--- src/rtl/if_fetch.sv ---
// Instruction-fetch stage: issues one outstanding imem request at a time,
// buffers returned instructions in an output register plus one skid entry,
// and hands them to decode over a valid/ready handshake. A flush kills the
// buffered instructions and turns an in-flight fetch into a dropped one.
module if_fetch #(
    parameter int AW = 32,
    parameter int IW = 32
) (
    input  logic          clk,
    input  logic          rst,
    input  logic [AW-1:0] fetch_pc,
    input  logic          flush,
    output logic          pc_adv,
    output logic          imem_req,
    output logic [AW-1:0] imem_addr,
    input  logic          imem_gnt,
    input  logic          imem_rvalid,
    input  logic [IW-1:0] imem_rdata,
    output logic          id_valid,
    output logic [AW-1:0] id_pc,
    output logic [IW-1:0] id_inst,
    output logic          id_misalign,
    input  logic          id_ready
);

    typedef enum logic [1:0] {
        S_REQ  = 2'd0,
        S_WAIT = 2'd1,
        S_DROP = 2'd2
    } state_e;

    state_e        state_q;
    logic [AW-1:0] infl_pc_q;
    logic          infl_mis_q;

    // Output register and skid entry, with their next-state values
    logic          out_valid_q, out_valid_d;
    logic [AW-1:0] out_pc_q,    out_pc_d;
    logic [IW-1:0] out_inst_q,  out_inst_d;
    logic          out_mis_q,   out_mis_d;
    logic          skid_valid_q, skid_valid_d;
    logic [AW-1:0] skid_pc_q,    skid_pc_d;
    logic [IW-1:0] skid_inst_q,  skid_inst_d;
    logic          skid_mis_q,   skid_mis_d;

    logic          accept_s;
    logic          consume_s;
    logic [IW-1:0] new_inst_s;

    assign imem_addr   = {fetch_pc[AW-1:2], 2'b00};
    assign id_valid    = out_valid_q;
    assign id_pc       = out_pc_q;
    assign id_inst     = out_inst_q;
    assign id_misalign = out_mis_q;

    // Request is blocked during reset, flush, outside REQ, or while the skid holds data
    always_comb begin
        imem_req = 1'b0;
        if (!rst && (state_q == S_REQ) && !flush && !skid_valid_q) begin
            imem_req = 1'b1;
        end else begin
            imem_req = 1'b0;
        end
        pc_adv = imem_req & imem_gnt;
    end

    // Response acceptance, decode consumption and the instruction value to store
    always_comb begin
        accept_s   = (state_q == S_WAIT) & imem_rvalid & ~flush;
        consume_s  = out_valid_q & id_ready;
        new_inst_s = infl_mis_q ? {IW{1'b0}} : imem_rdata;
    end

    // Output/skid routing: skid always drains to the output before new data lands
    always_comb begin
        out_valid_d  = out_valid_q;
        out_pc_d     = out_pc_q;
        out_inst_d   = out_inst_q;
        out_mis_d    = out_mis_q;
        skid_valid_d = skid_valid_q;
        skid_pc_d    = skid_pc_q;
        skid_inst_d  = skid_inst_q;
        skid_mis_d   = skid_mis_q;
        if (flush) begin
            out_valid_d  = 1'b0;
            skid_valid_d = 1'b0;
        end else if (consume_s) begin
            if (skid_valid_q) begin
                out_valid_d = 1'b1;
                out_pc_d    = skid_pc_q;
                out_inst_d  = skid_inst_q;
                out_mis_d   = skid_mis_q;
                if (accept_s) begin
                    skid_valid_d = 1'b1;
                    skid_pc_d    = infl_pc_q;
                    skid_inst_d  = new_inst_s;
                    skid_mis_d   = infl_mis_q;
                end else begin
                    skid_valid_d = 1'b0;
                end
            end else begin
                if (accept_s) begin
                    out_valid_d = 1'b1;
                    out_pc_d    = infl_pc_q;
                    out_inst_d  = new_inst_s;
                    out_mis_d   = infl_mis_q;
                end else begin
                    out_valid_d = 1'b0;
                end
            end
        end else if (accept_s) begin
            if (out_valid_q) begin
                skid_valid_d = 1'b1;
                skid_pc_d    = infl_pc_q;
                skid_inst_d  = new_inst_s;
                skid_mis_d   = infl_mis_q;
            end else begin
                out_valid_d = 1'b1;
                out_pc_d    = infl_pc_q;
                out_inst_d  = new_inst_s;
                out_mis_d   = infl_mis_q;
            end
        end else begin
            out_valid_d = out_valid_q;
        end
    end

    // Fetch FSM: grant captures the in-flight PC, response (or flush) leaves WAIT
    always_ff @(posedge clk) begin
        if (rst) begin
            state_q    <= S_REQ;
            infl_pc_q  <= {AW{1'b0}};
            infl_mis_q <= 1'b0;
        end else begin
            case (state_q)
                S_REQ: begin
                    if (pc_adv) begin
                        infl_pc_q  <= fetch_pc;
                        infl_mis_q <= |fetch_pc[1:0];
                        state_q    <= S_WAIT;
                    end else begin
                        state_q <= S_REQ;
                    end
                end
                S_WAIT: begin
                    if (imem_rvalid) begin
                        state_q <= S_REQ;
                    end else if (flush) begin
                        state_q <= S_DROP;
                    end else begin
                        state_q <= S_WAIT;
                    end
                end
                S_DROP: begin
                    if (imem_rvalid) begin
                        state_q <= S_REQ;
                    end else begin
                        state_q <= S_DROP;
                    end
                end
                default: state_q <= S_REQ;
            endcase
        end
    end

    // Buffer registers
    always_ff @(posedge clk) begin
        if (rst) begin
            out_valid_q  <= 1'b0;
            out_pc_q     <= {AW{1'b0}};
            out_inst_q   <= {IW{1'b0}};
            out_mis_q    <= 1'b0;
            skid_valid_q <= 1'b0;
            skid_pc_q    <= {AW{1'b0}};
            skid_inst_q  <= {IW{1'b0}};
            skid_mis_q   <= 1'b0;
        end else begin
            out_valid_q  <= out_valid_d;
            out_pc_q     <= out_pc_d;
            out_inst_q   <= out_inst_d;
            out_mis_q    <= out_mis_d;
            skid_valid_q <= skid_valid_d;
            skid_pc_q    <= skid_pc_d;
            skid_inst_q  <= skid_inst_d;
            skid_mis_q   <= skid_mis_d;
        end
    end

endmodule

--- config.mk ---
export PLATFORM = sky130hd
export DESIGN_NAME = if_fetch
export DESIGN_NICKNAME = d
export VERILOG_FILES = /design/src/rtl/if_fetch.sv
export SDC_FILE = /design/constraint.sdc
export NUM_CORES = 1
export LEC_CHECK = 0
export BUFFER_PORTS_ARGS = -buffer_cell sky130_fd_sc_hd__buf_2
export CORE_ASPECT_RATIO = 0.7
export CORE_MARGIN = 3
export CORE_UTILIZATION = 40
export DETAILED_ROUTE_END_ITERATION = 7
export GPL_TIMING_DRIVEN = 0
export PLACE_DENSITY_LB_ADDON = 0.2
export SYNTH_ARGS = -nofsm -noshare
export SYNTH_HDL_FRONTEND = slang
export SYNTH_SLANG_ARGS = --single-unit
--- constraint.sdc ---
create_clock -name clk -period 2.21 [get_ports clk]
set_input_delay 0.1105 -clock clk [delete_from_list [all_inputs] [get_ports clk]]
set_output_delay 0.1105 -clock clk [all_outputs]
set_load 0.02 [all_outputs]
* Yosys cells after proc, flatten, opt, wreduce, memory -nomap -nowiden *
Cells that the tools add are included.

word-level totals
  output and inout bits = 100
  input port bits = 70
  word-level logic and storage cells = 78
  register bits after elaboration = 167

cells by class
  eq/ne operators = 4
  bitwise logic cells = 5
  reduce and logical (&&, ||, !) cells = 16
  multiplexer cells = 42

operator list
  operator                                              number
  two-way mux 32 bit                                    19
  two-way mux 1 bit                                     19
  AND reduction 4 bit                                   2
  two-way mux 2 bit                                     3
  one-hot mux 2 bit (3 select lines)                    1
  nonzero test 2 bit                                    3
  bitwise AND 1 bit                                     4
  AND reduction 2 bit                                   2
  OR reduction 2 bit                                    2
  logical AND 1 bit                                     3
  zero test 1 bit                                       3
  equality test 2 x 1 -> 1 bit (second input constant)  1
  equality test 2 bit (second input constant)           1
  zero test 2 bit                                       1
  != test 2 x 1 -> 1 bit (second input constant)        1
  != test 2 bit (second input constant)                 1
  NOT 1 bit                                             1

* Longest topological paths before layout *
  depth in word-level cells = 8
  mapped depth = 7
  mapped depth without buffers = 3

* Least setup slack after synthesis *
No wires, ideal clock.

  path kind = register to register
  start = register out_valid_q, in the netlist id_valid
  end = register out_inst_q[0], in the netlist id_inst[0]
  buffers on the path = 3
  cell stages (with the launch flop) = 7
  setup time = 79 ps
  arrival time = 1654 ps
  required time = 2131 ps
  setup slack = 477 ps
  clock period less this slack = 1733 ps
  path through = dfxtp_1 clkbuf_1 nand3_1 a2111o_1 buf_2 buf_6 o211ai_1

on the way
  longest elaborated chain between the ends = 3
  elaborated cells between the ends (all ways) = 5
  classes of those cells = eq/ne: 1; mux: 1; bitwise: 1; reduce/logical: 2

ends and longest elaborated chain
  what                                                                                  line  RTL
  start, declared                                                                       37    logic out_valid_q, out_valid_d;
  start signal, assigned                                                                178   out_valid_q <= out_valid_d;
  bitwise AND 1 bit                                                                     70    consume_s = out_valid_q & id_ready;
  != test 2 x 1 -> 1 bit (no source line) / nonzero test 2 bit (equally long branches)  n/a
  AND reduction 4 bit (no source line)                                                  n/a
  end signal, assigned                                                                  171   out_inst_q <= {IW{1'b0}};
  end signal, assigned                                                                  180   out_inst_q <= out_inst_d;
  end, declared                                                                         39    logic [IW-1:0] out_inst_q, out_inst_d;

Several ways; a longest one is shown, not always the timed one.
A chain may end at the register's enable or synchronous reset.

* Worst setup path after layout *
  start = register skid_valid_q
  end = output pc_adv

on the way
  longest elaborated chain between the ends = 4

ends and longest elaborated chain
  what                    line  RTL
  start, declared         41    logic skid_valid_q, skid_valid_d;
  start signal, assigned  182   skid_valid_q <= skid_valid_d;
  zero test 1 bit         59    if (!rst && (state_q == S_REQ) && !flush && !skid_valid_q) begin
  logical AND 1 bit       59
  two-way mux 1 bit       59
  bitwise AND 1 bit       64    pc_adv = imem_req & imem_gnt;
  end, declared           13    output logic pc_adv,

Every way passes these cells.

==> summary.txt <==
Floorplanning
  – Die span in x: 182 um
  – Starting Density: 0.411
  – Core Footprint: 0.0210 mm^2
  – Row count: 44
  – Die Y: 129 um
  – IO Pins: 170
  – Die Area: 0.0234 mm^2

Synthesis
  – Cell count after synthesis: 991
  – Avg Cell Area, Syn: 8.71 um^2
  – #FFs+latches synth: 167
  – Unique cell type count in the Yosys netlist: 28
  – Seq/Total Area, Yosys: 0.388
  – Yosys warnings: 0
  – Synthesized area: 0.00863 mm^2

Power
  – Clock power frac: 0.447
  – Switching Power: 1.64 mW
  – Comb pwr share: 0.095
  – Int Pwr: 5.04 mW
  – PwrDens: 622 mW/mm^2
  – Switching part of the total: 0.246
  – Flop pwr share: 0.459
  – Worst vdd ir: 511 uV
  – Total power draw: 6.68 mW
  – Leak: 4.35 nW

Layout
  – Layout Nets: 1282
  – Area grow syn2layout: 24.6%
  – Fraction of layout cells with a size suffix above 1: 0.210
  – Fill cell count: 1984
  – Ant. Diodes: 0
  – Final instance area: 0.0107 mm^2
  – Commonest non-fill, non-tap cell in the layout: buf_2
  – Most frequent cells in the layout: buf_2, dfxtp_1, nor2b_1

Timing
  – RSZ-0062 raised after global routing: no
  – Fin crit period: 2.14 ns
  – Rel. slew slack: 0.409
  – Final WS setup: 0.0689 ns
  – Final hold violations: 0
  – Pins Over Slew Limit: 0
  – Setup Skew: 0.0107 ns
  – Hold WS: 0.0943 ns
  – Least-Margin Pin Slew: 0.887 ns
  – Setup violators final: 0
  – Maximum clock rate: 467 MHz
  – Tcrit/Tclk final: 0.969

CTS
  – Clk buf depth: 2
  – Clock sink total: 167
  – Clk pin slew, worst setup/hold paths: 0.07 ns
  – H-tree levels: 4
  – Latest clock arrival within the worst-skew pair: 0.44 ns
  – Total CTS buffers: 17
  – Cell chosen for the clock root: clkbuf_16
  – CTS tree: done

Global routing
  – GRT Total Usage: 0.225
  – Largest net degree at the start of global routing: 17
  – First-pass GRT wire length: 42.1 mm
  – Remaining global-route overflow: 0
  – Number of global-route vias before repair: 7710
  – Initial antenna violation count: 0

Placed design
  – Placed inst area: 0.00981 mm^2
  – Detailed Place HPWL: 18.4 mm
  – RD Place Congestion: 0.800
  – Buffers added on ports: 167
  – Pre-CTS setup slack: -0.0369 ns

Worst setup path
  – Crit path cell chain: or4_4, nor3b_2, buf_6, buf_6, buf_4
  – CP dominant cell by count: buf_6
  – Critical path type: flop to output pin
  – CP required: 2.10 ns
  – Largest stage delay, worst path: 0.57 ns
  – CP max FO: 10
  – Crit. End Element: output pin
  – Startpoint types: flop
  – Crit path DAT: 2.03 ns
  – Slowest CP cell: or4_4

Flow run
  – Number of max-cap violations: 0

Drt
  – Remaining DRCs: 0
  – Routed Antenna Nets: 0
  – 1st-iter DRT viols: 874
  – Via density: 5.49
  – Total number of vias: 8230
  – Routed WL: 26.8 mm
  – Routed WL per cell: 17.9 um
  – Drt pass-1 iters: 5

Run status
  – Status: finished, final reports clean

Hold path
  – Hold WC Path Type: primary input to flop
[sequential cells by signal, indices dropped and copies added (netlist names)]
name	count
skid_inst_q	32
id_valid	1
infl_pc_q	32
id_misalign	1
skid_pc_q	32
id_pc	32
id_inst	32
infl_mis_q	1
state_q	2
skid_mis_q	1
skid_valid_q	1
[final cells by class]
class | count | area, um^2 | share of cell area
Clock inverter | 8 | 98.8 | 0.00920
Buffer | 148 | 766 | 0.0713
Timing Repair Buffer | 202 | 1190 | 0.110
Clock buffer | 22 | 474 | 0.0441
Tap cell | 276 | 345 | 0.0321
Inverter | 1 | 3.75 | 0.000349
Sequential cell | 167 | 3340 | 0.311
Multi-Input combinational cell | 675 | 4530 | 0.421
[synthesized netlist by cell type (all sizes together)]
cell / instances / share of area
a2111o: 1 / 0.0013
a21oi: 68 / 0.039
buf: 66 / 0.052
clkbuf: 83 / 0.036
conb: 1 / 0.00043
dfxtp: 167 / 0.39
inv: 1 / 0.00043
mux2i: 99 / 0.11
nand2b: 66 / 0.048
nand3: 66 / 0.038
nand4: 65 / 0.047
nand4bb: 1 / 0.0013
nor2: 2 / 0.00087
nor2b: 100 / 0.073
nor3: 2 / 0.0012
nor3b: 2 / 0.0023
nor4bb: 1 / 0.0012
o211ai: 66 / 0.057
o21a: 1 / 0.00087
o21ai: 65 / 0.038
o21bai: 1 / 0.00087
o31ai: 65 / 0.057
o41ai: 1 / 0.0010
or4: 1 / 0.00087
[cells by family after synthesis]
kind of cell,Yosys count,synth area share
buffers and inverters,150,0.0885
AOI/OAI and AO/OA,268,0.195
and+or+nand+nor,306,0.213
DFF,167,0.388
other,1,0.000435
muxes,99,0.115
[repair_timing]
action,4_1_cts,5_1_grt
endpoints found under the hold margin,35,0
buffers inserted,1,0
endpoints found under the setup margin,56,13
resized for setup,3,7
hold buffers,34,0
[power groups by stage]
stage	sequential (mW)	clock, mW	combinational [mW]
after floorplan	3.13	0	0.349
after global placement	3.13	0	0.574
after detailed placement	3.13	0	0.575
after CTS	3.06	3.02	0.625
after global routing	3.07	3.14	0.688
final	3.06	2.98	0.632
[worst max-delay path: cells and delay by family (launching register included)]
kind,cells,cell delay (ns)
and+or+nand+nor,2,0.79
buffers and inverters,3,0.45
DFF,1,0.36
[routing by layer]
| layer | vias to the layer above | share of wire | GRT usage |
|---|---|---|---|
| li1 | 4019 | - | - |
| met1 | 3927 | 0.50 | 0.338 |
| met2 | 255 | 0.42 | 0.330 |
| met3 | 29 | 0.057 | 0.0396 |
| met4 | 0 | 0.015 | 0.0631 |
| met5 | - | 0 | 0 |
[path summary, 6_finish.rpt]
kind / from / to / slack (ns) / cells after the start
setup / recovery: skid_valid_q / pc_adv / 0.07 / 5
hold / removal: imem_rdata[18] / skid_inst_q[18] / 0.09 / 4
setup reg to reg: state_q[1] / id_pc[26] / 0.20 / 6
hold reg to reg: skid_pc_q[8] / skid_pc_q[8] / 0.47 / 2
[per-stage QoR]
step / util / std cells / setup TNS (ns)
after floorplan: - / 992 / 0
after global placement: 0.468 / 1435 / -1.39
after CTS: 0.512 / 1500 / 0
final: 0.512 / 1499 / 0
after global routing: 0.512 / 1499 / 0
after detailed placement: 0.468 / 1435 / -0.347
Power figures use the tool's default switching activity.
